File: config.mk
export PLATFORM = sky130hd
export DESIGN_NAME = fetch_align_buffer_flat
export DESIGN_NICKNAME = d
export VERILOG_FILES = /design/src/rtl/fetch_align_buffer_if.sv /design/src/rtl/fetch_align_buffer.sv /design/src/flat_wrapper.sv
export SDC_FILE = /design/constraint.sdc
export NUM_CORES = 1
export LEC_CHECK = 0
export CORE_MARGIN = 3
export CORE_UTILIZATION = 49
export CTS_CLUSTER_SIZE = 10
export DETAILED_ROUTE_END_ITERATION = 8
export PLACE_DENSITY = 0.86
export SETUP_SLACK_MARGIN = 0.1
export SLEW_MARGIN = 20
export SYNTH_ARGS = -nofsm -noshare
export SYNTH_HDL_FRONTEND = slang
export SYNTH_SLANG_ARGS = --single-unit
File: constraint.sdc
create_clock -name clk -period 3.43 [get_ports clk]
set_input_delay 0.686 -clock clk [delete_from_list [all_inputs] [get_ports clk]]
set_output_delay 0.686 -clock clk [all_outputs]
set_load 0.05 [all_outputs]
File: src/rtl/fetch_align_buffer_if.sv
// Fetch/decode handshake bundle for fetch_align_buffer.
//   redirect / redirect_pc              : flush and restart the fetch stream
//   fw_valid / fw_ready / fw_addr / fw_data : fetched memory word (word-aligned)
//   inst_valid / inst_ready / inst / inst_pc / inst_compressed : aligned instruction
// Modports: slave = the align buffer, master = the fetch/decode side driving it.
interface fetch_align_buffer_if;
  localparam int unsigned XLEN = 32;

  logic            redirect;
  logic [XLEN-1:0] redirect_pc;
  logic            fw_valid;
  logic            fw_ready;
  logic [XLEN-1:0] fw_addr;
  logic [XLEN-1:0] fw_data;
  logic            inst_valid;
  logic            inst_ready;
  logic [XLEN-1:0] inst;
  logic [XLEN-1:0] inst_pc;
  logic            inst_compressed;

  modport master (
    output redirect, redirect_pc, fw_valid, fw_addr, fw_data, inst_ready,
    input  fw_ready, inst_valid, inst, inst_pc, inst_compressed
  );

  modport slave (
    input  redirect, redirect_pc, fw_valid, fw_addr, fw_data, inst_ready,
    output fw_ready, inst_valid, inst, inst_pc, inst_compressed
  );
endinterface

File: src/rtl/fetch_align_buffer.sv
// Instruction fetch align buffer: turns a stream of word-aligned fetched
// memory words into aligned 16/32-bit instructions with their PCs.
// Storage is a 4-entry halfword FIFO kept as a packed shift register with the
// head (lowest PC) halfword in bits [15:0]; unused slots are always zero.
// Ports:
//   clk, rst_n  : clock, asynchronous active-low reset
//   bus (slave) : redirect/redirect_pc, fw_* fetch word handshake,
//                 inst_* aligned instruction handshake (see fetch_align_buffer_if)
// Build option: define RVC_EN to enable compressed (16-bit) instruction support;
// without it every instruction is 32-bit and the PC steps by 4.
module fetch_align_buffer (
  input  logic                 clk,
  input  logic                 rst_n,
  fetch_align_buffer_if.slave  bus
);

  localparam int unsigned XLEN  = 32;
  localparam int unsigned HW_W  = 16;
  localparam int unsigned DEPTH = 4;
  localparam int unsigned CNT_W = 3;
  localparam int unsigned Q_W   = DEPTH * HW_W;

  // Architectural state
  logic [CNT_W-1:0] count;
  logic [Q_W-1:0]   q;
  logic [XLEN-1:0]  pc;
  logic [XLEN-1:0]  exp_addr;
  logic             drop_low;

  // Combinational helpers
  logic             head_long_c;
  logic             avail_c;
  logic             inst_valid_c;
  logic             fw_ready_c;
  logic             fw_fire_c;
  logic             word_match_c;
  logic             enq_fire_c;
  logic             deq_fire_c;
  logic [1:0]       deq_n_c;
  logic [1:0]       enq_n_c;
  logic [CNT_W-1:0] rem_c;
  logic [CNT_W-1:0] count_n_c;
  logic [Q_W-1:0]   in_vec_c;
  logic [Q_W-1:0]   q_n_c;
  logic [XLEN-1:0]  redirect_pc_c;
  logic [XLEN-1:0]  redirect_word_c;
  logic             redirect_drop_c;
  logic             unused_redirect_bits;

  assign redirect_word_c = {bus.redirect_pc[XLEN-1:2], 2'b00};

`ifdef RVC_EN
  // Head halfword encoding decides the instruction length.
  assign head_long_c          = (q[1:0] == 2'b11);
  assign redirect_pc_c        = {bus.redirect_pc[XLEN-1:1], 1'b0};
  assign redirect_drop_c      = bus.redirect_pc[1];
  assign unused_redirect_bits = bus.redirect_pc[0];
`else
  // No compressed support: every instruction is a full word.
  assign head_long_c          = 1'b1;
  assign redirect_pc_c        = redirect_word_c;
  assign redirect_drop_c      = 1'b0;
  assign unused_redirect_bits = ^bus.redirect_pc[1:0];
`endif

  // Handshake qualification; redirect blocks both sides in its cycle.
  assign avail_c      = head_long_c ? (count >= CNT_W'(2)) : (count >= CNT_W'(1));
  assign inst_valid_c = avail_c && !bus.redirect;
  assign fw_ready_c   = (count <= CNT_W'(2)) && !bus.redirect;
  assign fw_fire_c    = bus.fw_valid && fw_ready_c;
  assign word_match_c = (bus.fw_addr == exp_addr);
  assign enq_fire_c   = fw_fire_c && word_match_c;
  assign deq_fire_c   = inst_valid_c && bus.inst_ready;

  // Halfwords leaving and entering this cycle.
  assign deq_n_c = deq_fire_c ? (head_long_c ? 2'd2 : 2'd1) : 2'd0;
  assign enq_n_c = enq_fire_c ? (drop_low ? 2'd1 : 2'd2) : 2'd0;

  // A redirect into the upper half of a word skips the low halfword.
  assign in_vec_c = drop_low ? Q_W'(bus.fw_data[31:16]) : Q_W'(bus.fw_data);

  // Entries surviving the dequeue; new halfwords land right behind them.
  assign rem_c     = count - CNT_W'(deq_n_c);
  assign count_n_c = rem_c + CNT_W'(enq_n_c);

  // Next FIFO image: shift out consumed halfwords, then append the new ones.
  always_comb begin
    q_n_c = q >> {deq_n_c, 4'b0000};
    if (enq_fire_c) begin
      q_n_c = q_n_c | (in_vec_c << {rem_c, 4'b0000});
    end
  end

  // State update: redirect overrides every same-cycle handshake.
  always_ff @(posedge clk or negedge rst_n) begin
    if (!rst_n) begin
      count    <= '0;
      q        <= '0;
      pc       <= '0;
      exp_addr <= '0;
      drop_low <= 1'b0;
    end else if (bus.redirect) begin
      count    <= '0;
      q        <= '0;
      pc       <= redirect_pc_c;
      exp_addr <= redirect_word_c;
      drop_low <= redirect_drop_c;
    end else begin
      count <= count_n_c;
      q     <= q_n_c;
      pc    <= pc + {29'b0, deq_n_c, 1'b0};
      if (enq_fire_c) begin
        exp_addr <= exp_addr + 32'd4;
        drop_low <= 1'b0;
      end
    end
  end

  // Outputs are driven straight from the FIFO head and the pc register.
  assign bus.fw_ready        = fw_ready_c;
  assign bus.inst_valid      = inst_valid_c;
  assign bus.inst            = inst_valid_c ? (head_long_c ? q[31:0] : {16'b0, q[15:0]}) : '0;
  assign bus.inst_compressed = inst_valid_c && !head_long_c;
  assign bus.inst_pc         = pc;

endmodule

File: src/flat_wrapper.sv
// flat-port wrapper written by rule: the top's interface ports become plain ports
module fetch_align_buffer_flat 
  (clk, rst_n, bus_redirect, bus_redirect_pc, bus_fw_valid, bus_fw_addr, bus_fw_data, bus_inst_ready, bus_fw_ready, bus_inst_valid, bus_inst, bus_inst_pc, bus_inst_compressed);
  fetch_align_buffer_if bus_i ();
  input  logic clk;
  input  logic rst_n;
  input wire logic [$bits(bus_i.redirect)-1:0] bus_redirect;
  input wire logic [$bits(bus_i.redirect_pc)-1:0] bus_redirect_pc;
  input wire logic [$bits(bus_i.fw_valid)-1:0] bus_fw_valid;
  input wire logic [$bits(bus_i.fw_addr)-1:0] bus_fw_addr;
  input wire logic [$bits(bus_i.fw_data)-1:0] bus_fw_data;
  input wire logic [$bits(bus_i.inst_ready)-1:0] bus_inst_ready;
  output wire logic [$bits(bus_i.fw_ready)-1:0] bus_fw_ready;
  output wire logic [$bits(bus_i.inst_valid)-1:0] bus_inst_valid;
  output wire logic [$bits(bus_i.inst)-1:0] bus_inst;
  output wire logic [$bits(bus_i.inst_pc)-1:0] bus_inst_pc;
  output wire logic [$bits(bus_i.inst_compressed)-1:0] bus_inst_compressed;
  assign bus_i.redirect = bus_redirect;
  assign bus_i.redirect_pc = bus_redirect_pc;
  assign bus_i.fw_valid = bus_fw_valid;
  assign bus_i.fw_addr = bus_fw_addr;
  assign bus_i.fw_data = bus_fw_data;
  assign bus_i.inst_ready = bus_inst_ready;
  assign bus_fw_ready = bus_i.fw_ready;
  assign bus_inst_valid = bus_i.inst_valid;
  assign bus_inst = bus_i.inst;
  assign bus_inst_pc = bus_i.inst_pc;
  assign bus_inst_compressed = bus_i.inst_compressed;
  fetch_align_buffer u_core (.clk(clk), .rst_n(rst_n), .bus(bus_i));
endmodule
==> impl_metrics.env, run 1 <==
export IMPL_cts_tree="done"
export IMPL_clock_latency_ns=0.42
export IMPL_synth_cell_type_count=53
export IMPL_rsz0062_at_grt="no"
export IMPL_rr_worst_depth=10
export IMPL_met1Wirelength_um=7780
export IMPL_crit_chain="clkdlybuf4s50_1 -> nand2_2 -> clkinv_1 -> ha_1 -> nand3_1 -> or3_1 -> nor3_2 -> nand3_1 -> xor2_1 -> o21ai_0"
export IMPL_clock_sinks=126
export IMPL_start_util_pct=50.4
export IMPL_synthesis_area_um2=7020
export IMPL_grt_antenna_before_repair=0
export IMPL_cp_slowest_cell="clkdlybuf4s50_1"
export IMPL_die_w_um=126
export IMPL_critPathMaxFanout=7
export IMPL_holdBufCountCts=0
export IMPL_setup_ws_ns=0.617
export IMPL_p_leak_uw=0.00405
export IMPL_rows=43
export IMPL_synth_top_area_share_pct=44.9
export IMPL_yosys_area_top_type="dfrtp_1"
export IMPL_final_hold_violation_count=0
export IMPL_critPathMaxStageDelay_ns=0.52
export IMPL_worstPathArrival_ns=3.13
export IMPL_period_needed_ns=2.81
export IMPL_relSlewSlack_pct=44.5
export IMPL_dp_slack_ns=0.224
export IMPL_final_nets=999
export IMPL_r2r_end="u_core.bus.inst_pc[28]"
export IMPL_fp_coreArea_um2=13900
export IMPL_reg2reg_from="u_core.count[1]"
export IMPL_p_seq_share_pct=40.6
export IMPL_nFillCells=1014
export IMPL_ys_ff_latch=126
export IMPL_wl_per_cell_um=19.0
export IMPL_p_sw_share_pct=27.4
export IMPL_grt_pass1_vias=6359
export IMPL_seq_area_frac_synth_pct=44.9
export IMPL_post_cts_buffers=0
export IMPL_overflow=0
export IMPL_synth_flop_cell="dfrtp_1"
export IMPL_p_comb_share_pct=14.7
export IMPL_hpwl_um=14200
export IMPL_synthArstFlopShare_pct=100
export IMPL_pwr_share_clk_pct=44.7
export IMPL_critPathBufInv=2
export IMPL_fin_crit_sh_pct=82.0
export IMPL_synth_warnings=0
export IMPL_tns_ns=0
export IMPL_vias=6478
export IMPL_cts_resized=0
export IMPL_worst_setup_path_start_kind="input pin"
export IMPL_clockRootBuffer="clkbuf_16"
export IMPL_drc=0
export IMPL_critPathLaunch="bus_inst_ready"
export IMPL_diodes=0
export IMPL_io_pins=168
export IMPL_postSynthCellCount=743
export IMPL_maxSlewViolCount=0
export IMPL_routed_top_layer="met4"
export IMPL_clk_pin_slew_worst_paths_ns=0.06
export IMPL_dr_wl_met3_um=2190
export IMPL_clock_fmax_mhz=356
export IMPL_synth_edf_count=0
export IMPL_synth_most_common_cell="dfrtp_1"
export IMPL_drtIter0Drc=497
export IMPL_critPathTopFamily="simple AND/OR/NAND/NOR gates"
export IMPL_cts_max_path_buffers=2
export IMPL_first_pass_iters=5
export IMPL_setup_violations_final=0
export IMPL_p_per_area_nw_per_um2=418
export IMPL_ys_top_cells_by_area="dfrtp_1, xor2_1, a32oi_1, mux2i_1, nor2_1"
export IMPL_avgSynthCellArea_um2=9.45
export IMPL_ant_nets=0
export IMPL_intPower_uw=2970
export IMPL_hp_class="in2async"
export IMPL_max_cap_violations=0
export IMPL_skew_ns=0.00768
export IMPL_grt_usage_pct=26.2
export IMPL_htreeDepth=4
export IMPL_area_growth_pct=39.1
export IMPL_portBuffers=162
export IMPL_endpoint="u_core.bus.inst_pc[28]"
export IMPL_grt_pass1_wl_um=33300
export IMPL_tightest_slew_ns=0.833
export IMPL_synth_common_cells="dfrtp_1, nor2_1, nand2_1"
export IMPL_wl_um=20700
export IMPL_path_depth=10
export IMPL_cts_made_buffers=17
export IMPL_vdd_drop_max_mv=0.364
export IMPL_finalWeightedCongestion=0.899
export IMPL_critical_path_class="in2reg"
export IMPL_status="finished, final reports clean"
export IMPL_reg2reg_slack_ns=0.65
export IMPL_die_h_um=126
export IMPL_grt_max_degree=114
export IMPL_worstPathRequired_ns=3.75
export IMPL_avgViaCountPerCell=5.96
export IMPL_dr_wl_met2_um=9930
export IMPL_power_switching_uw=1120
export IMPL_fp_dieArea_um2=15800
export IMPL_drive_gt1_share_pct=11.5
export IMPL_cp_end_kind="flop"
export IMPL_cp_common_cell="nand3_1"
-- how the worst min path moves through the flow --
stage | startpoint | slack (ns) | to | depth (start not counted)
5_1_grt | rst_n | 0.27 | u_core.bus.inst_pc[17] | 1
6_report | rst_n | 0.25 | u_core.bus.inst_pc[12] | 1
4_1_cts | rst_n | 0.25 | u_core.bus.inst_pc[18] | 1
3_3_place_gp | u_core.q[56] | 0.49 | u_core.q[56] | 2
2_1_floorplan | rst_n | 0.39 | u_core.bus.inst_pc[10] | 0
3_5_place_dp | u_core.q[41] | 0.50 | u_core.q[41] | 2
-- power by group through the flow --
stage          clock network [uW]  logic [uW]  registers [uW]
2_1_floorplan                   0         218            1760
3_3_place_gp                    0         586            1670
3_5_place_dp                    0         597            1680
4_1_cts                      1840         602            1650
5_1_grt                      1900         643            1670
6_report                     1820         601            1660
-- placed cells by master, fill, tap and decap left out, drive strengths merged, types with 2 or more instances in the layout --
master and n:
nor4 19, a32oi 32, nand3 50, a31oi 11, nor3 10, o2bb2ai 24
nor2 74, bufinv 3, o21ai 29, mux2 4, or3 2, clkinvlp 3
dfrtp 126, clkbuf 21, clkdlybuf4s50 127, conb 3, xor2 40, o211ai 2
nand3b 10, nand2 73, a21oi 17, buf 55, o311ai 6, nand4 21
xnor2 27, and4 5, mux2i 28, inv 9, o21a 4, ha 4
and2 41, and3 7, clkinv 6
-- final cells by class --
class	instances	area [um^2]	area share, %
tap	180	225	2.31
multi-input combinational	557	3620	37.1
sequential	126	3150	32.3
timing repair buffer	182	2140	21.9
inverter	10	37.5	0.384
clock inverter	11	141	1.45
clock buffer	21	450	4.61
-- cell families after synthesis --
group / Yosys count / share of synthesized area (%)
and+or+nand+nor: 318 / 23.9
AOI/OAI and AO/OA: 133 / 13.6
DFF: 126 / 44.9
xor gates and xnor gates: 67 / 8.36
buffers and inverters: 62 / 3.83
muxes: 32 / 4.63
adders and majority gates: 4 / 0.713
other: 1 / 0.0534
-- stage by stage --
stage / total power, uW / area, um^2 / cells / hold slack, ns / utilization [%]
after floorplan: 1980 / 7030 / 745 / 0.390 / -
after global placement: 2260 / 9170 / 1055 / 0.492 / 65.8
after detailed placement: 2270 / 9170 / 1055 / 0.499 / 65.8
after CTS: 4090 / 9760 / 1087 / 0.251 / 70.1
after global routing: 4210 / 9770 / 1087 / 0.274 / 70.1
final: 4080 / 9770 / 1087 / 0.245 / 70.1
-- flip-flops by register name, summed over array words and instances, names as in the netlist --
name / flops
u_core.exp_addr: 30
u_core.q: 64
u_core.count: 2
u_core.bus.inst_pc: 30
-- layer usage --
layer	vias to the layer above	track usage (%)
met4	0	11.1
met5	-	0
met2	356	41.8
met1	3087	32.4
met3	58	9.37
li1	2977	-
Note: power is estimated with default switching activity, not from simulation.
==> inputs of run 2 (changes only) <==
- CORE_UTILIZATION: 49 -> 46
- PLACE_DENSITY: 0.86 -> 0.85
- clock period: 3.43 -> 2.4 ns (I/O delays scaled with it)
==> impl_metrics.env, run 2 (synthesized netlist as in run 1, its figures left out) <==
export IMPL_finalWeightedCongestion=0.954
export IMPL_cp_slowest_cell="nor4_2"
export IMPL_grt_usage_pct=27.4
export IMPL_relSlewSlack_pct=33.2
export IMPL_drc=0
export IMPL_skew_ns=0.0135
export IMPL_portBuffers=162
export IMPL_diodes=0
export IMPL_ant_nets=0
export IMPL_setup_violations_final=1
export IMPL_grt_antenna_before_repair=0
export IMPL_pwr_share_clk_pct=44.4
export IMPL_vias=6913
export IMPL_p_sw_share_pct=30.1
export IMPL_cp_end_kind="flop"
export IMPL_final_hold_violation_count=0
export IMPL_final_area_um2=10600
export IMPL_intPower_uw=4200
export IMPL_grt_max_degree=85
export IMPL_clock_fmax_mhz=410
export IMPL_start_util_pct=47.6
export IMPL_vdd_drop_max_mv=0.552
export IMPL_layout_commonest_cell="dfrtp_1"
export IMPL_critPathBufInv=2
export IMPL_wl_um=24000
export IMPL_maxSlewViolCount=0
export IMPL_drtIter0Drc=878
export IMPL_avgViaCountPerCell=6.03
export IMPL_tns_ns=-0.0403
export IMPL_regMostFlops="u_core.q"
export IMPL_fp_coreArea_um2=14800
export IMPL_rows=44
export IMPL_critPathMaxStageDelay_ns=0.49
export IMPL_cts_made_buffers=17
export IMPL_fp_dieArea_um2=16800
export IMPL_p_comb_share_pct=16.3
export IMPL_p_leak_uw=0.00451
export IMPL_period_needed_ns=2.44
export IMPL_critPathTopFamily="simple AND/OR/NAND/NOR gates"
export IMPL_power_switching_uw=1810
export IMPL_wl_per_cell_um=20.9
export IMPL_hp_class="in2async"
export IMPL_worstPathRequired_ns=2.72
export IMPL_first_pass_iters=6
export IMPL_placed_cell_area_um2=9740
export IMPL_hpwl_um=15400
export IMPL_die_w_um=130
export IMPL_clockRootBuffer="clkbuf_16"
export IMPL_critical_path_class="in2reg"
export IMPL_seqCellArea_um2=3160
export IMPL_crit_chain="clkdlybuf4s50_1 -> xor2_1 -> nor4_4 -> nand2_2 -> buf_12 -> nor4_2 -> a31oi_1 -> o31ai_1"
export IMPL_clock_sinks=126
export IMPL_final_nets=1055
export IMPL_mostFrequentLayoutCells="dfrtp_1, clkdlybuf4s50_1, nor2_1"
export IMPL_overflow=0
export IMPL_status="finished with violations"
export IMPL_reg2reg_slack_ns=0
export IMPL_cts_tree="done"
export IMPL_p_per_area_nw_per_um2=564
export IMPL_die_h_um=130
export IMPL_nFillCells=940
export IMPL_dp_slack_ns=-0.401
export IMPL_grt_pass1_wl_um=35600
export IMPL_io_pins=168
export IMPL_fin_crit_sh_pct=102
export IMPL_setup_ws_ns=-0.0403
export IMPL_rr_worst_depth=7
export IMPL_clock_latency_ns=0.44
export IMPL_worstPathArrival_ns=2.76
export IMPL_largest_reg_flops=64
export IMPL_htreeDepth=4
export IMPL_critPathMaxFanout=6
export IMPL_tightest_slew_ns=1.00
export IMPL_multi_input_area_um2=3930
export IMPL_fin_util_pct=72.1
export IMPL_holdWs_ns=0.436
export IMPL_cts_max_path_buffers=2
export IMPL_reg2reg_from="u_core.exp_addr[14]"
export IMPL_clk_pin_slew_worst_paths_ns=0.06
export IMPL_rsz0062_at_grt="yes"
export IMPL_area_growth_pct=51.6
export IMPL_r2r_end="u_core.exp_addr[16]"
export IMPL_worst_setup_path_start_kind="input pin"
export IMPL_max_cap_violations=0
export IMPL_drive_gt1_share_pct=21.7
export IMPL_violations="negative setup slack"
export IMPL_p_seq_share_pct=39.3
export IMPL_grt_pass1_vias=6675
-- run 2: changes by cell type in the layout (fill, tap and decap cells not counted), moves of 5 or more --
cell             change
buf_4               +45
o2bb2ai_1           -20
o2bb2ai_2           +20
inv_6                +6
clkdlybuf4s50_1      -5
-- run 2: power groups by stage --
stage	logic, uW	clock network (uW)	registers (uW)
after global placement	910	0	2380
after detailed placement	927	0	2380
after CTS	946	2660	2350
final	977	2670	2360
after global routing	1040	2780	2370
after floorplan	321	0	2520
-- run 2: what timing repair did --
item                                    CTS  global route
resized for setup                         9            22
endpoints found under the setup margin   64            73
cloned                                    1             1
buffers inserted                          1            12
pin swaps                                 7            11
endpoints found under the hold margin     9             0
hold buffers                              1             0
-- run 2: final cells by class --
cell class | instances | share of cell area [%]
clock buffers | 17 | 4.00
clock inverters | 15 | 1.62
repair buffers | 238 | 25.2
inverters | 10 | 0.470
multi-input cells | 557 | 36.9
flip-flops and latches | 126 | 29.7
well taps | 184 | 2.16
-- run 2: layer usage --
layer  GRT usage, %  routed length (um)  vias up
li1               -                   -     3088
met1           34.9                9130     3346
met2           44.8               11700      401
met3           6.72                2150       78
met4           11.7                 971        0
met5              0                   0        -
-- run 2: metrics by stage --
stage | power (uW) | std cells
finish | 6000 | 1147
global route | 6180 | 1147
CTS | 5960 | 1134
detailed placement | 3310 | 1099
global placement | 3290 | 1099
floorplan | 2840 | 745
-- run 2: worst max path at each step --
stage | from | endpoint | slack [ns] | cells past startpoint
2_1_floorplan | bus_redirect | u_core.bus.inst_pc[23] | -0.16 | 12
3_3_place_gp | bus_fw_addr[7] | u_core.exp_addr[12] | -0.34 | 8
3_5_place_dp | bus_fw_addr[7] | u_core.exp_addr[12] | -0.40 | 8
4_1_cts | u_core.count[1] | u_core.bus.inst_pc[23] | 0.11 | 10
5_1_grt | bus_fw_addr[14] | u_core.exp_addr[16] | -0.07 | 8
6_report | bus_fw_addr[14] | u_core.exp_addr[16] | -0.04 | 8
